[config.mk]
export PLATFORM = sky130hd
export DESIGN_NAME = morse_seq_scheduler
export DESIGN_NICKNAME = d
export VERILOG_FILES = /design/src/rtl/morse_seq_scheduler_pkg.sv /design/src/rtl/morse_cmd_decode.sv /design/src/rtl/morse_seq_scheduler.sv
export SDC_FILE = /design/constraint.sdc
export NUM_CORES = 1
export LEC_CHECK = 0
export BUFFER_PORTS_ARGS = -buffer_cell sky130_fd_sc_hd__clkbuf_2
export CORE_MARGIN = 1.5
export CORE_UTILIZATION = 53
export CTS_CLUSTER_DIAMETER = 100
export CTS_CLUSTER_SIZE = 40
export DETAILED_ROUTE_END_ITERATION = 16
export PLACE_DENSITY = 0.76
export SLEW_MARGIN = 0
export SYNTH_ARGS = -nofsm -noshare
export SYNTH_HDL_FRONTEND = slang
export SYNTH_SLANG_ARGS = --single-unit
[constraint.sdc]
create_clock -name CLK -period 2.2 [get_ports CLK]
set_input_delay 0.22 -clock CLK [delete_from_list [all_inputs] [get_ports CLK]]
set_output_delay 0.22 -clock CLK [all_outputs]
set_load 0.005 [all_outputs]
[src/rtl/morse_seq_scheduler_pkg.sv]
// Shared definitions for morse pattern sequencing: pattern codes, one-hot commands, scheduler states.
package morse_seq_scheduler_pkg;

    localparam logic [1:0] CODE_SSS = 2'd0;
    localparam logic [1:0] CODE_SOS = 2'd1;
    localparam logic [1:0] CODE_OSO = 2'd2;
    localparam logic [1:0] CODE_OOO = 2'd3;

    localparam logic [3:0] CMD_SSS  = 4'b1000;
    localparam logic [3:0] CMD_SOS  = 4'b0100;
    localparam logic [3:0] CMD_OSO  = 4'b0010;
    localparam logic [3:0] CMD_OOO  = 4'b0001;

    localparam logic [2:0] MAX_LEN  = 3'd4;

    typedef enum logic [1:0] {
        IDLE = 2'd0,
        RUN  = 2'd1,
        GAP  = 2'd2
    } sched_state_t;

    function automatic logic [2:0] clamp_len(input logic [2:0] len);
        return (len > MAX_LEN) ? MAX_LEN : len;
    endfunction

endpackage

[src/rtl/morse_cmd_decode.sv]
// Pattern code to one-hot command for the morse function module.
// Purely combinational, zero latency, no flow control.
module morse_cmd_decode
    import morse_seq_scheduler_pkg::*;
(
    input  logic [1:0] code,
    output logic [3:0] cmd
);

    always_comb begin
        cmd = CMD_SSS;
        case (code)
            CODE_SSS: cmd = CMD_SSS;
            CODE_SOS: cmd = CMD_SOS;
            CODE_OSO: cmd = CMD_OSO;
            CODE_OOO: cmd = CMD_OOO;
            default:  cmd = CMD_SSS;
        endcase
    end

endmodule

[src/rtl/morse_seq_scheduler.sv]
// Issues up to four morse patterns in turn, waiting for each cmd_done and a silent gap between them.
// All outputs registered; first command one cycle after start, next one GAP_CYCLES after each cmd_done.
module morse_seq_scheduler
    import morse_seq_scheduler_pkg::*;
#(
    parameter int GAP_CYCLES = 25_000_000,
    parameter int GAP_W      = 25
) (
    input  logic       CLK,
    input  logic       RST,
    input  logic       start_sig,
    input  logic       abort_sig,
    input  logic       loop_en,
    input  logic [2:0] seq_len,
    input  logic [7:0] seq_codes,
    input  logic       cmd_done_sig,
    output logic       func_en_sig,
    output logic [3:0] cmd_start_sig,
    output logic       busy_sig,
    output logic       seq_done_sig,
    output logic [1:0] cur_index
);

    localparam logic [GAP_W-1:0] GAP_LOAD = GAP_W'(GAP_CYCLES - 1);

    sched_state_t     state_q, state_d;
    logic [1:0]       idx_d;
    logic [GAP_W-1:0] cnt_q, cnt_d;
    logic [2:0]       len_q;
    logic [7:0]       codes_q;
    logic             loop_q;
    logic             cfg_ld;
    logic [2:0]       len_in;
    logic             last_entry;
    logic [1:0]       code_sel;
    logic [3:0]       cmd_dec;
    logic             func_en_d, busy_d, seq_done_d;
    logic [3:0]       cmd_d;

    assign len_in     = clamp_len(seq_len);
    assign last_entry = (({1'b0, cur_index} + 3'd1) == len_q);

    always_ff @(posedge CLK or posedge RST) begin
        if (RST) begin
            state_q       <= IDLE;
            cur_index     <= 2'd0;
            cnt_q         <= '0;
            len_q         <= 3'd0;
            codes_q       <= 8'd0;
            loop_q        <= 1'b0;
            func_en_sig   <= 1'b0;
            cmd_start_sig <= 4'b0000;
            busy_sig      <= 1'b0;
            seq_done_sig  <= 1'b0;
        end else begin
            state_q       <= state_d;
            cur_index     <= idx_d;
            cnt_q         <= cnt_d;
            if (cfg_ld) begin
                len_q   <= len_in;
                codes_q <= seq_codes;
                loop_q  <= loop_en;
            end
            func_en_sig   <= func_en_d;
            cmd_start_sig <= cmd_d;
            busy_sig      <= busy_d;
            seq_done_sig  <= seq_done_d;
        end
    end

    always_comb begin
        state_d = state_q;
        idx_d   = cur_index;
        cnt_d   = cnt_q;
        cfg_ld  = 1'b0;
        case (state_q)
            IDLE: begin
                if (start_sig && (len_in != 3'd0)) begin
                    cfg_ld  = 1'b1;
                    state_d = RUN;
                    idx_d   = 2'd0;
                end
            end
            RUN: begin
                if (cmd_done_sig) begin
                    if (last_entry && !loop_q) begin
                        state_d = IDLE;
                        idx_d   = 2'd0;
                    end else begin
                        state_d = GAP;
                        idx_d   = last_entry ? 2'd0 : cur_index + 2'd1;
                        cnt_d   = GAP_LOAD;
                    end
                end
            end
            GAP: begin
                if (cnt_q == '0) state_d = RUN;
                else             cnt_d   = cnt_q - 1'b1;
            end
            default: state_d = IDLE;
        endcase
        // abort wins over start and cmd_done arriving in the same cycle
        if (abort_sig) begin
            state_d = IDLE;
            idx_d   = 2'd0;
            cnt_d   = '0;
            cfg_ld  = 1'b0;
        end
    end

    // Entering RUN from IDLE uses the live codes, since the latch happens on this same edge
    assign code_sel = (state_q == IDLE) ? seq_codes[1:0] : codes_q[{idx_d, 1'b0} +: 2];

    morse_cmd_decode u_cmd_decode (
        .code (code_sel),
        .cmd  (cmd_dec)
    );

    always_comb begin
        func_en_d  = (state_d == RUN);
        cmd_d      = func_en_d ? cmd_dec : 4'b0000;
        busy_d     = (state_d != IDLE);
        seq_done_d = !abort_sig &&
                     (((state_q == IDLE) && start_sig && (len_in == 3'd0)) ||
                      ((state_q == RUN) && cmd_done_sig && last_entry && !loop_q));
    end

endmodule

# Word-level counts from Yosys, hierarchy flattened
# Index checks and enable logic that the tools add are counted.
[op_classes]
order_cmp = 1
muxes = 24
shift = 1
n_div = 0
reduce_logical = 19
addsub = 3
multipliers = 0
bitwise = 0
eq_ne = 10
[ops]
columns = ["cell", "count"]
rows = [
  ["25-bit 2-to-1 mux", 4],
  ["25-bit case mux with 2 select lines", 1],
  ["25-bit logical NOT", 1],
  ["25-bit by 1-bit subtractor with 25-bit output, second input constant", 1],
  ["2-bit 2-to-1 mux", 11],
  ["4-bit case mux with 4 select lines", 1],
  ["3-bit inequality test, second input constant", 3],
  ["1-bit logical AND", 8],
  ["8-bit by 4-bit indexed part select with 2-bit output", 1],
  ["2-bit by 1-bit == test with 1-bit output, second input constant", 3],
  ["2-bit == test, second input constant", 3],
  ["2-bit case mux with 3 select lines", 1],
  ["3-bit nonzero test", 2],
  ["2-bit logical NOT", 2],
  ["4-bit 2-to-1 mux", 1],
  ["2-bit case mux with 2 select lines", 1],
  ["4-bit AND reduction", 1],
  ["2-bit by 1-bit adder with 3-bit output, second input constant", 1],
  ["3-bit == test", 1],
  ["3-bit > comparator, second input constant", 1],
  ["3-bit logical NOT", 1],
  ["1-bit 2-to-1 mux", 3],
  ["3-bit 2-to-1 mux", 1],
  ["2-bit by 1-bit adder with 2-bit output, second input constant", 1],
  ["3 further kinds", 4],
]
[totals]
ram_bits = 0
memories = 0
register_bits = 48
latch_bits = 0
romBits = 0

# Logic depth before layout (Yosys ltp)
# Gate-level depths: netlist of run 1.
[logic_depth]
ltp_word = 12
mapped_depth = 9
ltp_nobuf = 8

# Hierarchy
# A second synthesis of run 1 with hierarchy kept.
[hier_totals]
hier_cells = 276
hier_area_um2 = 2656.3
[modules_own_cells]
columns = ["module", "n_inst", "cells_each", "area_each_um2"]
rows = [
  ["morse_seq_scheduler", 1, 272, 2630.0],
  ["morse_cmd_decode", 1, 4, 26.3],
]

# Worst setup path before layout of run 1
# Ideal clock, no wire load.
[synth_path]
kind = "register -> register"
start = "register cur_index[0]"
end = "register cmd_start_sig[0]"
setup_time_ns = 0.120
path_buffers = 0
path_slack_ns = -0.037
stages_incl_launch_ff = 8
t_arrival_ns = 2.118
synth_period_minus_slack_ns = 2.237
cell_sequence = "dfrtp_1 > ha_1 > xnor2_1 > a311o_1 > a21oi_2 > mux2_4 > o221a_4 > and3_1"
[synth_between]
elab_chain_cells = 12
elab_cells_between_ends = 23
cone_classes = "2 x add/sub; 5 x eq/ne; 1 x shift; 13 x mux; 2 x reduce/logical"
[synth_rtl]
columns = ["item", "line_no", "rtl"]
rows = [
  ["start, declared", "morse_seq_scheduler.sv:21", "output logic [1:0] cur_index"],
  ["start signal, assigned", "morse_seq_scheduler.sv:57", "cur_index <= idx_d;"],
  ["2-bit by 1-bit adder with 3-bit output", "morse_seq_scheduler.sv:41", "assign last_entry = (({1'b0, cur_index} + 3'd1) == len_q);"],
  ["3-bit == test", "morse_seq_scheduler.sv:41", ""],
  ["2-bit 2-to-1 mux / 1-bit logical AND (equally long branches)", "morse_seq_scheduler.sv:91, morse_seq_scheduler.sv:86", ""],
  ["2-bit 2-to-1 mux", "morse_seq_scheduler.sv:86", "if (last_entry && !loop_q) begin"],
  ["2-bit 2-to-1 mux", "morse_seq_scheduler.sv:85", "if (cmd_done_sig) begin"],
  ["2-bit case mux with 2 select lines *", "morse_seq_scheduler.sv:76", "case (state_q)"],
  ["2-bit 2-to-1 mux *", "morse_seq_scheduler.sv:103", "if (abort_sig) begin"],
  ["via idx_d[0]", "morse_seq_scheduler.sv:27", "logic [1:0] idx_d;"],
  ["8-bit by 4-bit indexed part select with 2-bit output *", "morse_seq_scheduler.sv:112", "assign code_sel = (state_q == IDLE) ? seq_codes[1:0] : codes_q[{idx_d, 1'b0} +: 2];"],
  ["2-bit 2-to-1 mux *", "morse_seq_scheduler.sv:112", ""],
  ["2-bit == test, or another cell as far along", "morse_cmd_decode.sv:12", "case (code)"],
  ["4-bit case mux with 4 select lines *", "morse_cmd_decode.sv:12", ""],
  ["4-bit 2-to-1 mux *", "morse_seq_scheduler.sv:121", "cmd_d = func_en_d ? cmd_dec : 4'b0000;"],
  ["via cmd_d[0]", "morse_seq_scheduler.sv:38", "logic [3:0] cmd_d;"],
  ["end signal, assigned", "morse_seq_scheduler.sv:65", "cmd_start_sig <= cmd_d;"],
  ["end, declared", "morse_seq_scheduler.sv:18", "output logic [3:0] cmd_start_sig,"],
]
# Mark *: on every way through the listed nets, which the timed path passes. The rest lies on a longest branch.
# A chain may end at the register's enable or synchronous reset.

# Worst setup path in the final report of run 1
# Same ends and word-level chain as after synthesis.

==> flow_metrics.py, run 1 <==
metrics = {
    "run_status": {
        "status": "finished, violations left",
        "failed_checks": "setup timing",
    },
    "final_layout": {
        "num-nets-final": 317,
        "fin_area_um2": 3140,
        "multi_input_area_um2": 1430,
        "regArea_um2": 1200,
        "layout.cells.most_common": "dfrtp_1",
        "fin_util_pct": 66.1,
        "diodes": 0,
        "drive_gt1_share_pct": 33.1,
        "layout_common_cells": "dfrtp_1, nor2_1, clkbuf_2, buf_4, a21oi_1",
        "nFillCells": 385,
        "area_growth_pct": 20.0,
    },
    "sta": {
        "fmax_mhz": 449,
        "fin_crit_sh_pct": 101,
        "tightestPinTransition_ps": 488,
        "layout_min_cycle_time_ps": 2230,
        "rsz0062_at_grt": "yes",
        "hold_viol": 0,
        "setup_tns_ps": -49.4,
        "setup_violations": 2,
        "slew-limit-headroom_pct": 67.4,
        "slew_violations": 0,
        "fin_ws_ps": -28.8,
        "finClkSkew_ps": 6.10,
    },
    "cts": {
        "cts_buffers": 5,
        "clockRootBuffer": "clkbuf_8",
        "cts_num_sinks": 48,
        "cts_max_level": 2,
        "clkSlewWorstSetupHoldPaths_ps": 90,
        "clock_latency_ps": 300,
        "tritoncts": "yes",
        "clockBufferDepth": 2,
    },
    "logic_synthesis": {
        "async_flop_share_pct": 100,
        "synth_cell_types": 62,
        "netlist_area_um2": 2620,
        "yosys_register_bits": 48,
        "ys_warn_count": 0,
        "synth_top_area_share_pct": 45.9,
        "synth_edf_count": 0,
        "syn_nets": 274,
        "yosys_most_used_dff": "dfrtp_1",
        "ys_seq_area_share_pct": 45.9,
        "synth_cells": 255,
        "yosys.area.top_type": "dfrtp_1",
        "synth_top_cells_by_area": "dfrtp_1, mux2_2, nor2_1",
        "syn_avg_cell_area_um2": 10.3,
    },
    "die": {
        "dieArea_um2": 5370,
        "die_x_um": 73.3,
        "dieHeight_um": 73.3,
        "rows": 25,
        "ios": 26,
        "start_util_pct": 55.0,
        "core-area_um2": 4750,
    },
    "critical_path": {
        "crit_required_ps": 2410,
        "criticalPathCategory": "reg -> reg",
        "startpoint_type": "register",
        "cp_max_fo": 4,
        "crit_arrival_ps": 2430,
        "endpoint_kind": "register",
    },
    "grt": {
        "grt_pass1_vias": 2084,
        "grt_usage_pct": 23.2,
        "grt_max_degree": 25,
        "antenna_found_initial": 0,
        "grt_pass1_wl_mm": 9.59,
        "gr-total-overflow": 0,
    },
    "place": {
        "placed_area_um2": 2920,
        "port-buffer-count": 25,
        "dp_slack_ps": -73.6,
        "hpwl_mm": 4.20,
        "gp_congestion": 0.995,
    },
    "detailed_routing": {
        "wl_per_cell_um": 15.7,
        "drt_iter0_drc": 110,
        "drc": 0,
        "num_vias": 2123,
        "drt_pass1_iterations": 4,
        "drt_wl_total_mm": 5.75,
        "antenna_left": 0,
        "viasPerCell": 5.80,
    },
    "pwr": {
        "swShare_pct": 35.5,
        "p_leak_nw": 1.38,
        "combinationalPowerShare_pct": 35.2,
        "p_seq_share_pct": 43.2,
        "p_int_mw": 1.67,
        "clockPowerShare_pct": 21.6,
        "peakVddDrop_mv": 0.374,
        "p_switching_mw": 0.920,
        "power_density_nw_per_um2": 825,
    },
    "job": {
        "cap_viol_max_count": 0,
    },
    "worst_hold_path": {
        "holdCritPathClass": "in -> reg",
    },
}
critical path, cell delays in order, from the launching register on:
cell and delay (ps):
dfrtp_2 450, ha_4 280, xnor2_4 160, a311o_1 300, a21oi_2 210, mux2_4 330
o221a_4 230, and3_4 170
repair_timing:
action / CTS / global route
gates resized for setup: 4 / 11
hold endpoints to repair: 22 / 0
pin swaps: 2 / 2
hold buffers: 1 / 0
endpoints found under the setup margin: 4 / 24
buffers inserted: 2 / 1
gates cloned: 0 / 0
power groups by stage:
stage / sequential [mW] / clock, mW / combinational [mW]
2_1_floorplan: 1.10 / 0 / 0.590
3_3_place_gp: 1.12 / 0 / 0.815
3_5_place_dp: 1.13 / 0 / 0.835
4_1_cts: 1.11 / 0.574 / 0.865
5_1_grt: 1.14 / 0.610 / 1.00
6_report: 1.12 / 0.561 / 0.913
stage by stage:
step | hold WS (ps) | total power [mW] | std cells
floorplan | 337 | 1.69 | 255
global placement | 251 | 1.94 | 354
detailed placement | 257 | 1.96 | 354
CTS | 129 | 2.55 | 365
global route | 134 | 2.75 | 366
finish | 137 | 2.59 | 366
kinds of logic after synthesis:
kind of cell               synth area share [%]
muxes                                      4.83
xor gates and xnor gates                   3.68
AOI/OAI and AO/OA                          16.4
buffers and inverters                      3.44
and+or+nand+nor                            24.8
DFF                                        45.9
adders and majority gates                 0.956
flip-flops by register name, summed over array words and instances (netlist names):
name and flops:
cmd_start_sig 4, loop_q 1, codes_q 8, len_q 3, cnt_q 25, state_q 2, func_en_sig 1, seq_done_sig 1
cur_index 2, busy_sig 1
path summary, 6_finish.rpt:
| path | slack [ps] | end | from | cells past startpoint |
|---|---|---|---|---|
| worst max register to register | -30 | cmd_start_sig[0]$_DFF_PP0_ | cur_index[0]$_DFF_PP0_ | 7 |
| worst min register to register | 490 | cnt_q[24]$_DFFE_PP0P_ | cnt_q[24]$_DFFE_PP0P_ | 1 |
| worst min-delay path | 140 | codes_q[1]$_DFFE_PP0P_ | seq_codes[1] | 3 |
| worst max-delay path | -30 | cmd_start_sig[0]$_DFF_PP0_ | cur_index[0]$_DFF_PP0_ | 7 |
| min in group asynchronous | 470 | busy_sig$_DFF_PP0_ | RST | 3 |
| max in group asynchronous | 1140 | cnt_q[9]$_DFFE_PP0P_ | RST | 4 |
metal layers:
metal | share of wire, % | track usage (%) | vias to the layer above
met4 | 1.6 | 11.5 | 0
met2 | 52 | 39.3 | 44
met3 | 3.8 | 4.53 | 10
met1 | 43 | 28.2 | 1043
met5 | 0 | 0 | -
li1 | - | - | 1026
cell type report:
cell class / count / area share, %
inverter: 11 / 1.31
tap: 67 / 2.67
clock buffer: 6 / 2.63
clock inverter: 2 / 0.478
timing repair buffer: 46 / 9.08
multi-input combinational: 186 / 45.5
sequential: 48 / 38.3
Yosys cell counts, types with 2 or more instances:
cell       n
buf_1      2
nand4_1    3
xnor2_1    8
xor2_1     3
nor2b_1    3
buf_2      2
nor4_1     6
o21ai_1    2
a211oi_1   5
o31ai_1    3
nor2_1    27
nand2_1    8
a21oi_1   14
nor3_1    14
mux2_2     9
a221oi_1   2
ha_1       2
or2_2      2
nor3b_1    3
a311oi_1  11
inv_1     10
or3_1      3
or4_1      2
nor4_2     2
nand3b_1   3
and3_1     2
nor3_2     3
clkbuf_1   4
nand2b_1   8
dfrtp_1   48
o21ai_0    8
nand3_1    3
Note: power is estimated with default switching activity, not from simulation.
==> run 2, diff against run 1 <==
- CORE_MARGIN: 1.5 -> 2
- TNS_END_PERCENT: not set -> 5
==> flow_metrics.py, run 2 (same netlist as run 1, synthesis figures left out) <==
metrics = {
    "die": {
        "rows": 25,
        "core-area_um2": 4750,
        "ios": 26,
        "die_x_um": 74.3,
        "start_util_pct": 55.0,
        "dieArea_um2": 5510,
        "dieHeight_um": 74.3,
    },
    "critical_path": {
        "r2r_slack_ps": -20,
        "cp_max_fo": 4,
        "endpoint_kind": "register",
        "crit_required_ps": 2410,
        "reg2reg_depth": 7,
        "startpoint_type": "register",
        "worstReg2RegEnd": "cmd_start_sig[0]$_DFF_PP0_",
        "crit_arrival_ps": 2430,
        "crit_slowest_cell": "dfrtp_2",
        "criticalPathCategory": "reg -> reg",
        "cp_cell_sequence": "ha_4 -> xnor2_2 -> a311o_1 -> a21oi_2 -> mux2_4 -> o221a_4 -> and3_1",
        "max_stage_delay_ps": 460,
        "r2r-start": "cur_index[0]$_DFF_PP0_",
    },
    "sta": {
        "setup_tns_ps": -30.2,
        "setup_violations": 2,
        "finClkSkew_ps": 15.6,
        "slew-limit-headroom_pct": 62.6,
        "fin_crit_sh_pct": 101,
        "fmax_mhz": 450,
        "slew_violations": 0,
        "fin_ws_ps": -20.0,
        "hold_viol": 0,
        "rsz0062_at_grt": "yes",
        "layout_min_cycle_time_ps": 2220,
        "tightestPinTransition_ps": 561,
    },
    "grt": {
        "grt_usage_pct": 21.0,
        "gr-total-overflow": 0,
        "grt_max_degree": 26,
        "antenna_found_initial": 0,
        "grt_pass1_wl_mm": 8.88,
        "grt_pass1_vias": 1924,
    },
    "final_layout": {
        "nFillCells": 389,
        "regArea_um2": 1200,
        "drive_gt1_share_pct": 30.1,
        "regMostFlops": "cnt_q",
        "multi_input_area_um2": 1390,
        "fin_util_pct": 65.8,
        "reg.largest.list": "cnt_q x25, codes_q x8, cmd_start_sig x4",
        "num-nets-final": 314,
        "area_growth_pct": 19.5,
        "largest_register_ffs": 25,
        "layout.cells.most_common": "dfrtp_1",
        "layout_common_cells": "dfrtp_1, nor2_1, clkbuf_2, buf_4",
        "diodes": 0,
    },
    "pwr": {
        "swShare_pct": 32.9,
        "combinationalPowerShare_pct": 31.7,
        "p_leak_nw": 1.39,
        "peakVddDrop_mv": 0.387,
        "p_switching_mw": 0.910,
        "clockPowerShare_pct": 28.0,
        "p_seq_share_pct": 40.4,
        "power_density_nw_per_um2": 885,
        "p_int_mw": 1.86,
    },
    "worst_hold_path": {
        "hold_depth": 3,
        "min_to": "codes_q[1]$_DFFE_PP0P_",
        "min_from": "seq_codes[1]",
        "holdCritPathClass": "in -> reg",
    },
    "place": {
        "hpwl_mm": 4.00,
        "port-buffer-count": 25,
        "gp_congestion": 0.904,
    },
    "cts": {
        "cts_buffers": 5,
        "clock_latency_ps": 310,
        "cts_num_sinks": 48,
        "clockRootBuffer": "clkbuf_8",
        "clockBufferDepth": 2,
        "tritoncts": "yes",
        "clkSlewWorstSetupHoldPaths_ps": 100,
        "cts_max_level": 2,
        "postCtsSetupRepairBufs": 0,
    },
    "detailed_routing": {
        "num_vias": 2092,
        "drc": 0,
        "antenna_left": 0,
        "drt_pass1_iterations": 4,
        "wl_per_cell_um": 15.5,
        "drt_iter0_drc": 123,
        "drt_wl_total_mm": 5.63,
        "viasPerCell": 5.76,
    },
    "run_status": {
        "status": "finished, violations left",
        "failed_checks": "setup timing",
    },
    "job": {
        "cap_viol_max_count": 0,
    },
}
[run 2: changes by cell type in the layout (fill, tap and decap cells not counted), sizes merged]
cell and change:
buf -3, bufinv +2, clkbuf -1, clkinvlp -2, inv +1
[run 2: repair_timing]
action                                  in CTS  in global routing
pin swaps                                    1                  0
endpoints found under the setup margin       1                 18
hold endpoints to repair                    24                  0
gates resized for setup                      0                  7
hold buffers                                 1                  0
[run 2: worst max path at each step]
stage | endpoint | cells after the start | slack (ps) | startpoint
after floorplan | cmd_start_sig[0]$_DFF_PP0_ | 7 | 30 | cur_index[0]$_DFF_PP0_
after CTS | cmd_start_sig[0]$_DFF_PP0_ | 7 | 6 | cur_index[0]$_DFF_PP0_
after detailed placement | cmd_start_sig[0]$_DFF_PP0_ | 7 | 2 | cur_index[0]$_DFF_PP0_
final | cmd_start_sig[0]$_DFF_PP0_ | 7 | -20 | cur_index[0]$_DFF_PP0_
after global routing | cmd_start_sig[0]$_DFF_PP0_ | 7 | -70 | cur_index[0]$_DFF_PP0_
after global placement | cmd_start_sig[0]$_DFF_PP0_ | 7 | 30 | cur_index[0]$_DFF_PP0_
[run 2: worst max-delay path: cells and delay by family (launching register included)]
| kind | cells | cell delay [ps] |
|---|---|---|
| flip-flops | 1 | 460 |
| adder cells (fa/ha/maj) | 1 | 260 |
| XOR/XNOR | 1 | 160 |
| multiplexers | 1 | 320 |
| AND/OR/NAND/NOR | 1 | 170 |
| AO/OA/AOI/OAI | 3 | 740 |
[run 2: layout make-up]
| type | count | area share, % |
|---|---|---|
| multi-input combinational | 186 | 44.3 |
| clock inverter | 3 | 2.20 |
| tap | 67 | 2.68 |
| timing repair buffer | 43 | 8.80 |
| sequential | 48 | 38.5 |
| inverter | 11 | 1.32 |
| clock buffer | 5 | 2.20 |
[run 2: metal layers]
layer | vias up | part of all wire, % | track usage (%)
li1 | 1023 | - | -
met1 | 1018 | 45 | 27.5
met2 | 42 | 50 | 35.6
met3 | 9 | 3.3 | 4.47
met4 | 0 | 1.2 | 5.36
met5 | - | 0 | 0
[run 2: power by group through the flow]
stage	Sequential (mW)	Combinational (mW)	Clock, mW
3_5_place_dp	1.13	0.836	0
6_report	1.12	0.876	0.774
3_3_place_gp	1.12	0.816	0
4_1_cts	1.11	0.841	0.793
2_1_floorplan	1.10	0.590	0
5_1_grt	1.14	0.959	0.832
[run 2: metrics by stage]
step	hold slack [ps]	instance area, um^2	power (mW)	setup WS (ps)	std cells
4_1_cts	118	3080	2.74	5.57	363
2_1_floorplan	337	2630	1.69	33.9	255
3_5_place_dp	287	2930	1.96	2.32	354
6_report	132	3130	2.77	-20.0	363
5_1_grt	129	3130	2.93	-68.2	363
3_3_place_gp	278	2930	1.94	34.8	354
